**config.mk**
```make
export PLATFORM = sky130hd
export DESIGN_NAME = gen_step_ctrl
export DESIGN_NICKNAME = d
export VERILOG_FILES = /design/src/rtl/gen_step_ctrl_pkg.sv /design/src/rtl/gen_step_ctrl_neighbor_addr_gen.sv /design/src/rtl/gen_step_ctrl.sv
export SDC_FILE = /design/constraint.sdc
export NUM_CORES = 1
export LEC_CHECK = 0
export BUFFER_PORTS_ARGS = -buffer_cell sky130_fd_sc_hd__buf_2
export CORE_ASPECT_RATIO = 0.8
export CORE_MARGIN = 5
export CORE_UTILIZATION = 50
export DETAILED_ROUTE_END_ITERATION = 7
export GPL_ROUTABILITY_DRIVEN = 0
export PLACE_DENSITY = 0.7
export SYNTH_ARGS = -nofsm -noshare
export SYNTH_HDL_FRONTEND = slang
export SYNTH_HIERARCHICAL = 1
export SYNTH_SLANG_ARGS = --single-unit
```
**constraint.sdc**
```tcl
create_clock -name clk -period 4.7 [get_ports clk]
set_clock_uncertainty 0.05 [all_clocks]
set_input_delay 0.235 -clock clk [delete_from_list [all_inputs] [get_ports clk]]
set_output_delay 0.235 -clock clk [all_outputs]
set_load 0.05 [all_outputs]
```
**src/rtl/gen_step_ctrl_pkg.sv**
```systemverilog
// Shared widths, FSM state encoding and the Life rule for the generation-step controller.
package gen_step_ctrl_pkg;

  localparam int ADDR_WIDTH  = 8;
  localparam int GEN_STATE_W = 3;
  localparam int NBR_LAST    = 8;

  typedef enum logic [GEN_STATE_W-1:0] {
    IDLE  = 3'd0,
    READ  = 3'd1,
    DRAIN = 3'd2,
    WRITE = 3'd3,
    DONE  = 3'd4
  } gen_state_e;

  function automatic logic life_rule(input logic alive, input logic [3:0] n);
    return (n == 4'd3) || (alive && (n == 4'd2));
  endfunction

endpackage

```
**src/rtl/gen_step_ctrl_neighbor_addr_gen.sv**
```systemverilog
// Maps (cell, neighbourhood index 0..8) to a board address plus an in-board flag.
// GEN_STEP_WRAP_EN selects toroidal wrap; otherwise off-board neighbours are flagged out of range.
module neighbor_addr_gen
  import gen_step_ctrl_pkg::*;
#(
  parameter int MAP_WIDTH  = 8,
  parameter int MAP_HEIGHT = 8
) (
  input  logic [ADDR_WIDTH-1:0] row_i,
  input  logic [ADDR_WIDTH-1:0] col_i,
  input  logic [3:0]            idx_i,
  output logic [ADDR_WIDTH-1:0] addr_r_o,
  output logic [ADDR_WIDTH-1:0] addr_c_o,
  output logic                  in_range_o
);

  logic [1:0]          dy, dx;
  logic [ADDR_WIDTH:0] r_res, c_res;

  // Offset code 0 = -1, 1 = 0, 2 = +1; result is {in_range, address}.
  function automatic logic [ADDR_WIDTH:0] shift_axis(input logic [ADDR_WIDTH-1:0] pos,
                                                     input logic [1:0] d,
                                                     input logic [ADDR_WIDTH-1:0] last);
    logic [ADDR_WIDTH:0] res;
    res = {1'b1, pos};
    if (d == 2'd0) begin
      if (pos == {ADDR_WIDTH{1'b0}})
`ifdef GEN_STEP_WRAP_EN
        res = {1'b1, last};
`else
        res = {1'b0, pos - 1'b1};
`endif
      else
        res = {1'b1, pos - 1'b1};
    end else if (d == 2'd2) begin
      if (pos == last)
`ifdef GEN_STEP_WRAP_EN
        res = {1'b1, {ADDR_WIDTH{1'b0}}};
`else
        res = {1'b0, pos + 1'b1};
`endif
      else
        res = {1'b1, pos + 1'b1};
    end
    return res;
  endfunction

  always_comb begin
    if (idx_i < 4'd3) begin
      dy = 2'd0;
      dx = idx_i[1:0];
    end else if (idx_i < 4'd6) begin
      dy = 2'd1;
      dx = 2'(idx_i - 4'd3);
    end else begin
      dy = 2'd2;
      dx = 2'(idx_i - 4'd6);
    end
  end

  assign r_res      = shift_axis(row_i, dy, ADDR_WIDTH'(MAP_HEIGHT - 1));
  assign c_res      = shift_axis(col_i, dx, ADDR_WIDTH'(MAP_WIDTH - 1));
  assign addr_r_o   = r_res[ADDR_WIDTH-1:0];
  assign addr_c_o   = c_res[ADDR_WIDTH-1:0];
  assign in_range_o = r_res[ADDR_WIDTH] & c_res[ADDR_WIDTH];

endmodule

```
**src/rtl/gen_step_ctrl.sv**
```systemverilog
// One Game-of-Life generation per step_req rising edge: 9 neighbourhood reads, drain, one write per cell.
// Board edges wrap when GEN_STEP_WRAP_EN is defined, otherwise off-board cells count as dead.
module gen_step_ctrl
  import gen_step_ctrl_pkg::*;
#(
  parameter int MAP_WIDTH  = 8,
  parameter int MAP_HEIGHT = 8
) (
  input  logic                  clk,
  input  logic                  rst,
  input  logic                  step_req,
  output logic [ADDR_WIDTH-1:0] rAddrR,
  output logic [ADDR_WIDTH-1:0] rAddrC,
  input  logic                  read_data,
  output logic [ADDR_WIDTH-1:0] wAddrR,
  output logic [ADDR_WIDTH-1:0] wAddrC,
  output logic                  write_en,
  output logic                  write_data,
  output logic                  busy,
  output logic                  done,
  output logic [15:0]           gen_count
);

  gen_state_e            state_q;
  logic                  step_q;
  logic [ADDR_WIDTH-1:0] cell_r_q, cell_c_q;
  logic [3:0]            idx_q;
  logic [ADDR_WIDTH-1:0] rar_q, rac_q, war_q, wac_q;
  logic                  in_q;
  logic                  tag_vld_q, tag_ctr_q, tag_in_q;
  logic [3:0]            n_q, n_d;
  logic                  alive_q, alive_d;
  logic                  we_q, wd_q, busy_q, done_q;
  logic [15:0]           gcnt_q;

  logic                  step_edge, last_col, last_cell;
  logic [ADDR_WIDTH-1:0] iss_r, iss_c, ag_r, ag_c;
  logic [3:0]            iss_idx;
  logic                  ag_in;

  assign step_edge = step_req & ~step_q;
  assign last_col  = (cell_c_q == ADDR_WIDTH'(MAP_WIDTH - 1));
  assign last_cell = last_col && (cell_r_q == ADDR_WIDTH'(MAP_HEIGHT - 1));

  // Address of the read that will be visible on rAddr in the following cycle.
  always_comb begin
    iss_r   = cell_r_q;
    iss_c   = cell_c_q;
    iss_idx = idx_q + 4'd1;
    case (state_q)
      IDLE: begin
        iss_r   = '0;
        iss_c   = '0;
        iss_idx = '0;
      end
      WRITE: begin
        iss_idx = '0;
        if (last_col) begin
          iss_c = '0;
          iss_r = cell_r_q + 1'b1;
        end else begin
          iss_c = cell_c_q + 1'b1;
        end
      end
      default: ;
    endcase
  end

  neighbor_addr_gen #(
    .MAP_WIDTH (MAP_WIDTH),
    .MAP_HEIGHT(MAP_HEIGHT)
  ) u_naddr (
    .row_i     (iss_r),
    .col_i     (iss_c),
    .idx_i     (iss_idx),
    .addr_r_o  (ag_r),
    .addr_c_o  (ag_c),
    .in_range_o(ag_in)
  );

  // read_data belongs to the address issued one cycle earlier, tracked by the tag_* registers.
  always_comb begin
    n_d     = n_q;
    alive_d = alive_q;
    if (tag_vld_q) begin
      if (tag_ctr_q)
        alive_d = tag_in_q & read_data;
      else
        n_d = n_q + {3'b000, tag_in_q & read_data};
    end
  end

  always_ff @(posedge clk or negedge rst) begin
    if (!rst) begin
      state_q   <= IDLE;
      step_q    <= 1'b0;
      cell_r_q  <= '0;
      cell_c_q  <= '0;
      idx_q     <= '0;
      rar_q     <= '0;
      rac_q     <= '0;
      in_q      <= 1'b0;
      war_q     <= '0;
      wac_q     <= '0;
      tag_vld_q <= 1'b0;
      tag_ctr_q <= 1'b0;
      tag_in_q  <= 1'b0;
      n_q       <= '0;
      alive_q   <= 1'b0;
      we_q      <= 1'b0;
      wd_q      <= 1'b0;
      busy_q    <= 1'b0;
      done_q    <= 1'b0;
      gcnt_q    <= '0;
    end else begin
      step_q    <= step_req;
      tag_vld_q <= (state_q == READ);
      tag_ctr_q <= (idx_q == 4'd4);
      tag_in_q  <= in_q;
      n_q       <= n_d;
      alive_q   <= alive_d;
      case (state_q)
        IDLE: begin
          if (step_edge) begin
            state_q  <= READ;
            busy_q   <= 1'b1;
            cell_r_q <= iss_r;
            cell_c_q <= iss_c;
            idx_q    <= iss_idx;
            rar_q    <= ag_r;
            rac_q    <= ag_c;
            in_q     <= ag_in;
          end
        end
        READ: begin
          if (idx_q == 4'(NBR_LAST)) begin
            state_q <= DRAIN;
          end else begin
            idx_q <= iss_idx;
            rar_q <= ag_r;
            rac_q <= ag_c;
            in_q  <= ag_in;
          end
        end
        DRAIN: begin
          state_q <= WRITE;
          we_q    <= 1'b1;
          wd_q    <= life_rule(alive_d, n_d);
          war_q   <= cell_r_q;
          wac_q   <= cell_c_q;
        end
        WRITE: begin
          we_q    <= 1'b0;
          n_q     <= '0;
          alive_q <= 1'b0;
          if (last_cell) begin
            state_q <= DONE;
            done_q  <= 1'b1;
            gcnt_q  <= gcnt_q + 16'd1;
          end else begin
            state_q  <= READ;
            cell_r_q <= iss_r;
            cell_c_q <= iss_c;
            idx_q    <= iss_idx;
            rar_q    <= ag_r;
            rac_q    <= ag_c;
            in_q     <= ag_in;
          end
        end
        DONE: begin
          state_q <= IDLE;
          done_q  <= 1'b0;
          busy_q  <= 1'b0;
        end
        default: state_q <= IDLE;
      endcase
    end
  end

  assign rAddrR     = rar_q;
  assign rAddrC     = rac_q;
  assign wAddrR     = war_q;
  assign wAddrC     = wac_q;
  assign write_en   = we_q;
  assign write_data = wd_q;
  assign busy       = busy_q;
  assign done       = done_q;
  assign gen_count  = gcnt_q;

endmodule

```
Yosys cells after proc, flatten, opt, wreduce, memory -nomap -nowiden:

Index checks and enable logic that the tools add are counted.

* logic and storage cells: 130
* register bits: 85
* output and inout bits: 52

* add/sub/neg operators: 11
* mux-type cells: 54
* eq/ne operators: 19
* bitwise logic cells: 4
* magnitude comparators: 2
* reduce and logical (&&, ||, !) cells: 20

Operator list (count)
* $mux 8: 12
* $mux 9: 8
* $pmux 8 s2: 4
* $pmux 8 s3: 2
* $add 8x1->8 const B: 4
* $eq 8x3->1 const B: 4
* $mux 4: 7
* $add 16x1->16 const B: 1
* $logic_not 8->1: 2
* $sub 8x1->8 const B: 2
* $pmux 3 s4: 1
* $pmux 4 s3: 1
* $mux 3: 3
* $eq 4x2->1 const B: 2
* $mux 1: 8
* $mux 2: 4
* $ne 2x2->1 const B: 4
* $reduce_and 2->1: 4
* $reduce_bool 2->1: 4
* $eq 3x2->1 const B: 2
* $pmux 1 s2: 3
* $add 4x1->4: 1
* $add 4x1->4 const B: 1
* $eq 2x2->1 const B: 2
* 19 further kinds: 24

Depth between registers and ports, before layout:

* word-level depth: 12
* mapped depth: 14
* mapped depth without buffers: 12

Hierarchy:

The synthesis kept the hierarchy.

By module, submodules not included
* gen_step_ctrl: cells each 387, instances 1, sequential area each 2127.0 µm², area an instance 4274.1 µm²
* neighbor_addr_gen: cells each 99, instances 1, sequential area each 0.0 µm², area an instance 738.2 µm²

Least setup slack after synthesis:

No wires, ideal clock.

* path type: reg2reg
* from: register cell_c_q[0]
* to: register rar_q[6], in the netlist rAddrR[6]
* required time: 4525 ps
* path slack: 1519 ps
* stages on the path, launching flop included: 14
* clock period less this slack: 3181 ps
* data arrival time: 3005 ps
* path through: dfrtp_1 -> ha_1 -> and4bb_2 -> buf_4 -> nand3_4 -> buf_6 -> nand2_1 -> o21ai_0 -> ha_1 -> a21oi_1 -> o41ai_4 -> o21ai_1 -> xnor2_1 -> mux2_4

* longest elaborated chain between the ends: 9
* elaborated cells between the ends (all ways): 16
* classes of those cells: add/sub (2); eq/ne (2); mux (10); reduce/logical (2)

RTL lines
* from (decl): line gen_step_ctrl.sv:26 `logic [ADDR_WIDTH-1:0] cell_r_q, cell_c_q;`
* from (signal assigned): line gen_step_ctrl.sv:128 `cell_c_q <= iss_c;`
* from (signal assigned): line gen_step_ctrl.sv:163 `cell_c_q <= iss_c;`
* $eq 8x3->1 *: line gen_step_ctrl.sv:42 `assign last_col = (cell_c_q == ADDR_WIDTH'(MAP_WIDTH - 1));`
* $mux 8 *: line gen_step_ctrl.sv:58 `if (last_col) begin`
* $pmux 8 s2 *: line gen_step_ctrl.sv:50 `case (state_q)`
* via iss_r[1]: line gen_step_ctrl.sv:37 `logic [ADDR_WIDTH-1:0] iss_r, iss_c, ag_r, ag_c;`
* $add 8x1->8: line gen_step_ctrl_neighbor_addr_gen.sv:40, gen_step_ctrl_neighbor_addr_gen.sv:43
* $mux 9: line gen_step_ctrl_neighbor_addr_gen.sv:36 `if (pos == last)`
* $mux 9: line gen_step_ctrl_neighbor_addr_gen.sv:35 `end else if (d == 2'd2) begin`
* $mux 9 *: line gen_step_ctrl_neighbor_addr_gen.sv:26 `if (d == 2'd0) begin`
* via ag_r[6]: line gen_step_ctrl.sv:37
* $mux 8 (on tied branches): line gen_step_ctrl.sv:156, gen_step_ctrl.sv:124, gen_step_ctrl.sv:136
* $pmux 8 s3 *: line gen_step_ctrl.sv:122 `case (state_q)`
* to (signal assigned): line gen_step_ctrl.sv:130 `rar_q <= ag_r;`
* to (signal assigned): line gen_step_ctrl.sv:140 `rar_q <= ag_r;`
* to (signal assigned): line gen_step_ctrl.sv:165 `rar_q <= ag_r;`
* to (decl): line gen_step_ctrl.sv:28 `logic [ADDR_WIDTH-1:0] rar_q, rac_q, war_q, wac_q;`

Mark *: on every way through the listed nets, which the timed path passes. The rest lies on a longest branch. The select of a mux whose other input is x is not followed.
A chain may end at the register's enable or synchronous reset.

Worst setup path in the final report:

* from: register state_q[2]
* to: register rar_q[6], in the netlist rAddrR[6]

* elaborated cells between the ends (all ways): 27
* classes of those cells: add/sub (2); order compare (2); eq/ne (6); mux (12); reduce/logical (5)

RTL lines
* from (decl): line gen_step_ctrl.sv:24 `gen_state_e state_q;`
* from (signal assigned): line gen_step_ctrl.sv:95 `state_q <= IDLE;`
* from (signal assigned): line gen_step_ctrl.sv:125 `state_q <= READ;`
* from (signal assigned): line gen_step_ctrl.sv:137 `state_q <= DRAIN;`
* $eq 3x2->1 or $logic_not 3->1 (tied branches): line gen_step_ctrl.sv:50
* $pmux 8 s2 *: line gen_step_ctrl.sv:50
* via iss_r[2]: line gen_step_ctrl.sv:37
* $add 8x1->8: line gen_step_ctrl_neighbor_addr_gen.sv:40, gen_step_ctrl_neighbor_addr_gen.sv:43
* $mux 9: line gen_step_ctrl_neighbor_addr_gen.sv:36
* $mux 9: line gen_step_ctrl_neighbor_addr_gen.sv:35
* $mux 9 *: line gen_step_ctrl_neighbor_addr_gen.sv:26
* via ag_r[6]: line gen_step_ctrl.sv:37
* $mux 8 (on tied branches): line gen_step_ctrl.sv:156, gen_step_ctrl.sv:124, gen_step_ctrl.sv:136
* $pmux 8 s3 *: line gen_step_ctrl.sv:122

Marks and branches as above.

==> metrics.log <==
[metrics] share of power burned in combinational logic: 55.6%
[metrics] Worst Tran Pin Value: 1.08 ns
[metrics] net switching power: 1.80 mW
[metrics] Req. time, crit path: 4.87 ns
[metrics] final net count: 549
[metrics] via/cell ratio: 5.90
[metrics] maximum buffer depth of the clock tree: 2
[metrics] crit path setup slack, layout: 0.915 ns
[metrics] average wire per standard cell: 17.0 µm
[metrics] Lkg Pwr: 2.67 nW
[metrics] EDFF count, synth: 0
[metrics] post-place setup slack: 1.06 ns
[metrics] Peak VDD IR: 0.425 mV
[metrics] Ports: 56
[metrics] peak clock frequency supported by timing: 264 MHz
[metrics] clock-pin slew of the registers on the worst-case setup and hold paths: 0.06 ns
[metrics] Pwr Total: 4.16 mW
[metrics] Power per Cell Area: 737 nW/µm²
[metrics] most frequent cells in the layout: dfrtp_1, buf_2, nand2_1, nor2_1, nand3_1
[metrics] fraction of the yosys area taken by sequential cells: 42.4%
[metrics] fill cell instance count of the final layout: 856
[metrics] endpoint arrival time on the critical path: 3.96 ns
[metrics] initial detailed-routing violation count: 343
[metrics] endpoint class of the critical path: register
[metrics] Synth-to-Final Area Change: 12.6%
[metrics] maximum number of pins on one net before global-route repair: 86
[metrics] sequential cell area: 2130 µm²
[metrics] initial cell density of the core: 51.5%
[metrics] critical path class: reg -> reg
[metrics] global-route wire length before repair: 19000 µm
[metrics] global routing usage summed across all routing layers: 19.7%
[metrics] Synth Warn #: 6
[metrics] sum of net half-perimeters after detailed placement: 8040 µm
[metrics] IO buf count: 55
[metrics] crit path launch type: register
[metrics] Avg Synthesized Cell Area: 10.3 µm²
[metrics] post-route fraction of the period consumed by the critical path: 80.5%
[metrics] total wire length after detailed routing: 11400 µm
[metrics] register bit count reported by yosys: 85
[metrics] share of final-layout standard cells stronger than drive strength 1: 23.4%
[metrics] smallest hold slack: 0.0217 ns
[metrics] antenna cells: 0
[metrics] number of distinct library cell variants in the gate-level netlist after synthesis: 73
[metrics] vias in the first global route: 3695
[metrics] Sequential Power Share: 26.3%
[metrics] width of the die: 122 µm
[metrics] root buffer cell: clkbuf_16
[metrics] core area: 9730 µm²
[metrics] clk sink count: 85
[metrics] setup_tns: 0 ns
[metrics] gate count after technology mapping: 486
[metrics] Die ar.: 12100 µm²
[metrics] standard-cell row count: 32
[metrics] Main synth FF type: dfrtp_1
[metrics] CP peak stage delay: 0.75 ns
[metrics] fraction of registers with async set/reset: 100%
[metrics] detailed-route DRC error count: 0
[metrics] Final setup violation count: 0
[metrics] max-cap violation count: 0
[metrics] area used by multi-input combinational logic: 2660 µm²
[metrics] post-synthesis instance area: 5010 µm²
[metrics] run status: completed
[metrics] fraction of power consumed by the clock network: 18.1%
[metrics] crit path max fanout: 14
[metrics] number of levels the H-tree was split into: 3
[metrics] final period demand of the worst path: 3.78 ns
[metrics] Cell Int Power: 2.36 mW
[metrics] initial antenna violation count: 0
[metrics] final antenna-violating net count: 0
[metrics] setup repair after global routing missed its margin: no
[metrics] clock insertion delay at the later pin of the skew report: 0.34 ns
[metrics] Switching Share: 43.3%
[metrics] number of hold violations in the final report: 0
[metrics] Vias: 3958
[metrics] router iterations before antenna repair: 5
[metrics] Synthesized Nets: 504
[metrics] worst path cell trace: nand3b_1, nor3_2, nand2_1, mux2i_1, and2_1, nand4_1, o41ai_4, o21ai_1, xnor2_1, mux2_4
[metrics] most common library cell in the layout ignoring fill and taps: dfrtp_1
[metrics] aggregate global routing overflow: 0
[metrics] height of the die: 99.6 µm
[metrics] relative slew slack: 28.2%
[metrics] number of CTS-inserted buffers: 9
[metrics] clock tree from TritonCTS: done
[metrics] final max-slew violation count: 0
[metrics] slowest stage cell on the critical path: nor3_2
[metrics] Hold/Removal Path Class: in -> async
through the flow:
stage               util (%)  std cells  area, µm²
floorplan                  -        486       5010
global placement        54.7        655       5320
detailed placement      54.7        655       5320
CTS                     58.0        671       5640
global route            58.0        671       5640
finish                  58.0        671       5640
kinds of logic after synthesis:
| logic type | count (synthesis) | share of synthesized area [%] |
|---|---|---|
| xor gates and xnor gates | 34 | 5.94 |
| buffers and inverters | 41 | 4.42 |
| AOI/OAI and AO/OA | 92 | 13.0 |
| and+or+nand+nor | 179 | 20.2 |
| DFF | 85 | 42.4 |
| adders and majority gates | 14 | 3.49 |
| muxes | 41 | 10.5 |
flip-flops by register name, summed over array words and instances (netlist names):
signal / count
tag_in_q: 1
in_q: 1
tag_ctr_q: 1
done: 1
write_data: 1
cell_r_q: 8
rAddrR: 8
cell_c_q: 8
n_q: 4
state_q: 3
tag_vld_q: 1
write_en: 1
idx_q: 4
wAddrC: 8
rAddrC: 8
gen_count: 16
busy: 1
alive_q: 1
step_q: 1
wAddrR: 8
worst max-delay path, delay by kind of cell, from the launching register on:
family,cells,cell delay (ns)
AND/OR/NAND/NOR,5,1.79
multiplexers,2,0.95
flip-flops,1,0.50
AO/OA/AOI/OAI,2,0.25
XOR/XNOR,1,0.15
power by group through the flow:
stage / sequential (mW) / combinational (mW) / clock, mW
after global placement: 1.10 / 2.25 / 0
final: 1.10 / 2.31 / 0.752
after CTS: 1.10 / 2.31 / 0.767
after detailed placement: 1.11 / 2.29 / 0
after floorplan: 1.34 / 1.68 / 0
after global routing: 1.13 / 2.52 / 0.799
timing repair:
action / in CTS / in global routing
resized for setup: 0 / 0
endpoints found under the hold margin: 1 / 0
hold buffers: 1 / 0
endpoints found under the setup margin: 0 / 0
buffers inserted: 0 / 0
synth_stat cells, types with 3 or more instances:
cell / n / area [µm²]
a21o_1: 3 / 22.5
nor2b_1: 6 / 37.5
and2_1: 6 / 37.5
nand3_1: 25 / 125
o21ai_0: 19 / 95.1
nor2_1: 28 / 105
nand4_1: 6 / 37.5
buf_4: 6 / 45.0
mux2_2: 13 / 146
nor3_2: 3 / 30.0
a21oi_1: 20 / 100
mux2i_1: 8 / 80.1
nor3_1: 17 / 85.1
a22o_1: 3 / 26.3
nand2b_1: 5 / 31.3
dfrtp_1: 85 / 2130
nor4_1: 6 / 37.5
a31oi_1: 11 / 68.8
mux2_4: 20 / 300
inv_1: 16 / 60.1
clkbuf_1: 6 / 22.5
nand3b_1: 3 / 22.5
xnor2_1: 19 / 166
nand2_1: 40 / 150
xor2_1: 15 / 131
o22a_1: 3 / 26.3
ha_1: 14 / 175
or3_1: 6 / 37.5
and3_1: 5 / 31.3
buf_6: 5 / 56.3
buf_2: 6 / 30.0
and3b_1: 4 / 35.0
a41oi_1: 3 / 26.3
final cells by class:
type	instances	share of cell area (%)
Multi-Input combinational cell	360	47.2
Clock buffer	11	4.30
Clock inverter	4	1.29
Inverter	17	1.13
Sequential cell	85	37.7
Tap cell	136	3.02
Timing Repair Buffer	58	5.37
per-layer routing:
metal | global-route usage, % | wire, µm
met1 | 29.5 | 5420
met4 | 5.17 | 186
met3 | 5.51 | 816
met5 | 0 | 0
met2 | 28.1 | 4960
worst paths after layout:
check | from | end | slack (ns) | depth (start not counted)
min in group clk | read_data | alive_q$_DFF_PN0_ | 0.29 | 4
max in group asynchronous | rst | cell_c_q[5]$_DFFE_PN0P_ | 3.85 | 1
worst max register to register | state_q[2]$_DFFE_PN0P_ | rAddrR[6]$_DFFE_PN0P_ | 0.92 | 10
worst min register to register | in_q$_DFFE_PN0P_ | tag_in_q$_DFF_PN0_ | 0.37 | 0
worst min-delay path | rst | write_data$_DFFE_PN0N_ | 0.02 | 1
worst max-delay path | state_q[2]$_DFFE_PN0P_ | rAddrR[6]$_DFFE_PN0P_ | 0.92 | 10
Note: power is estimated with default switching activity, not from simulation.
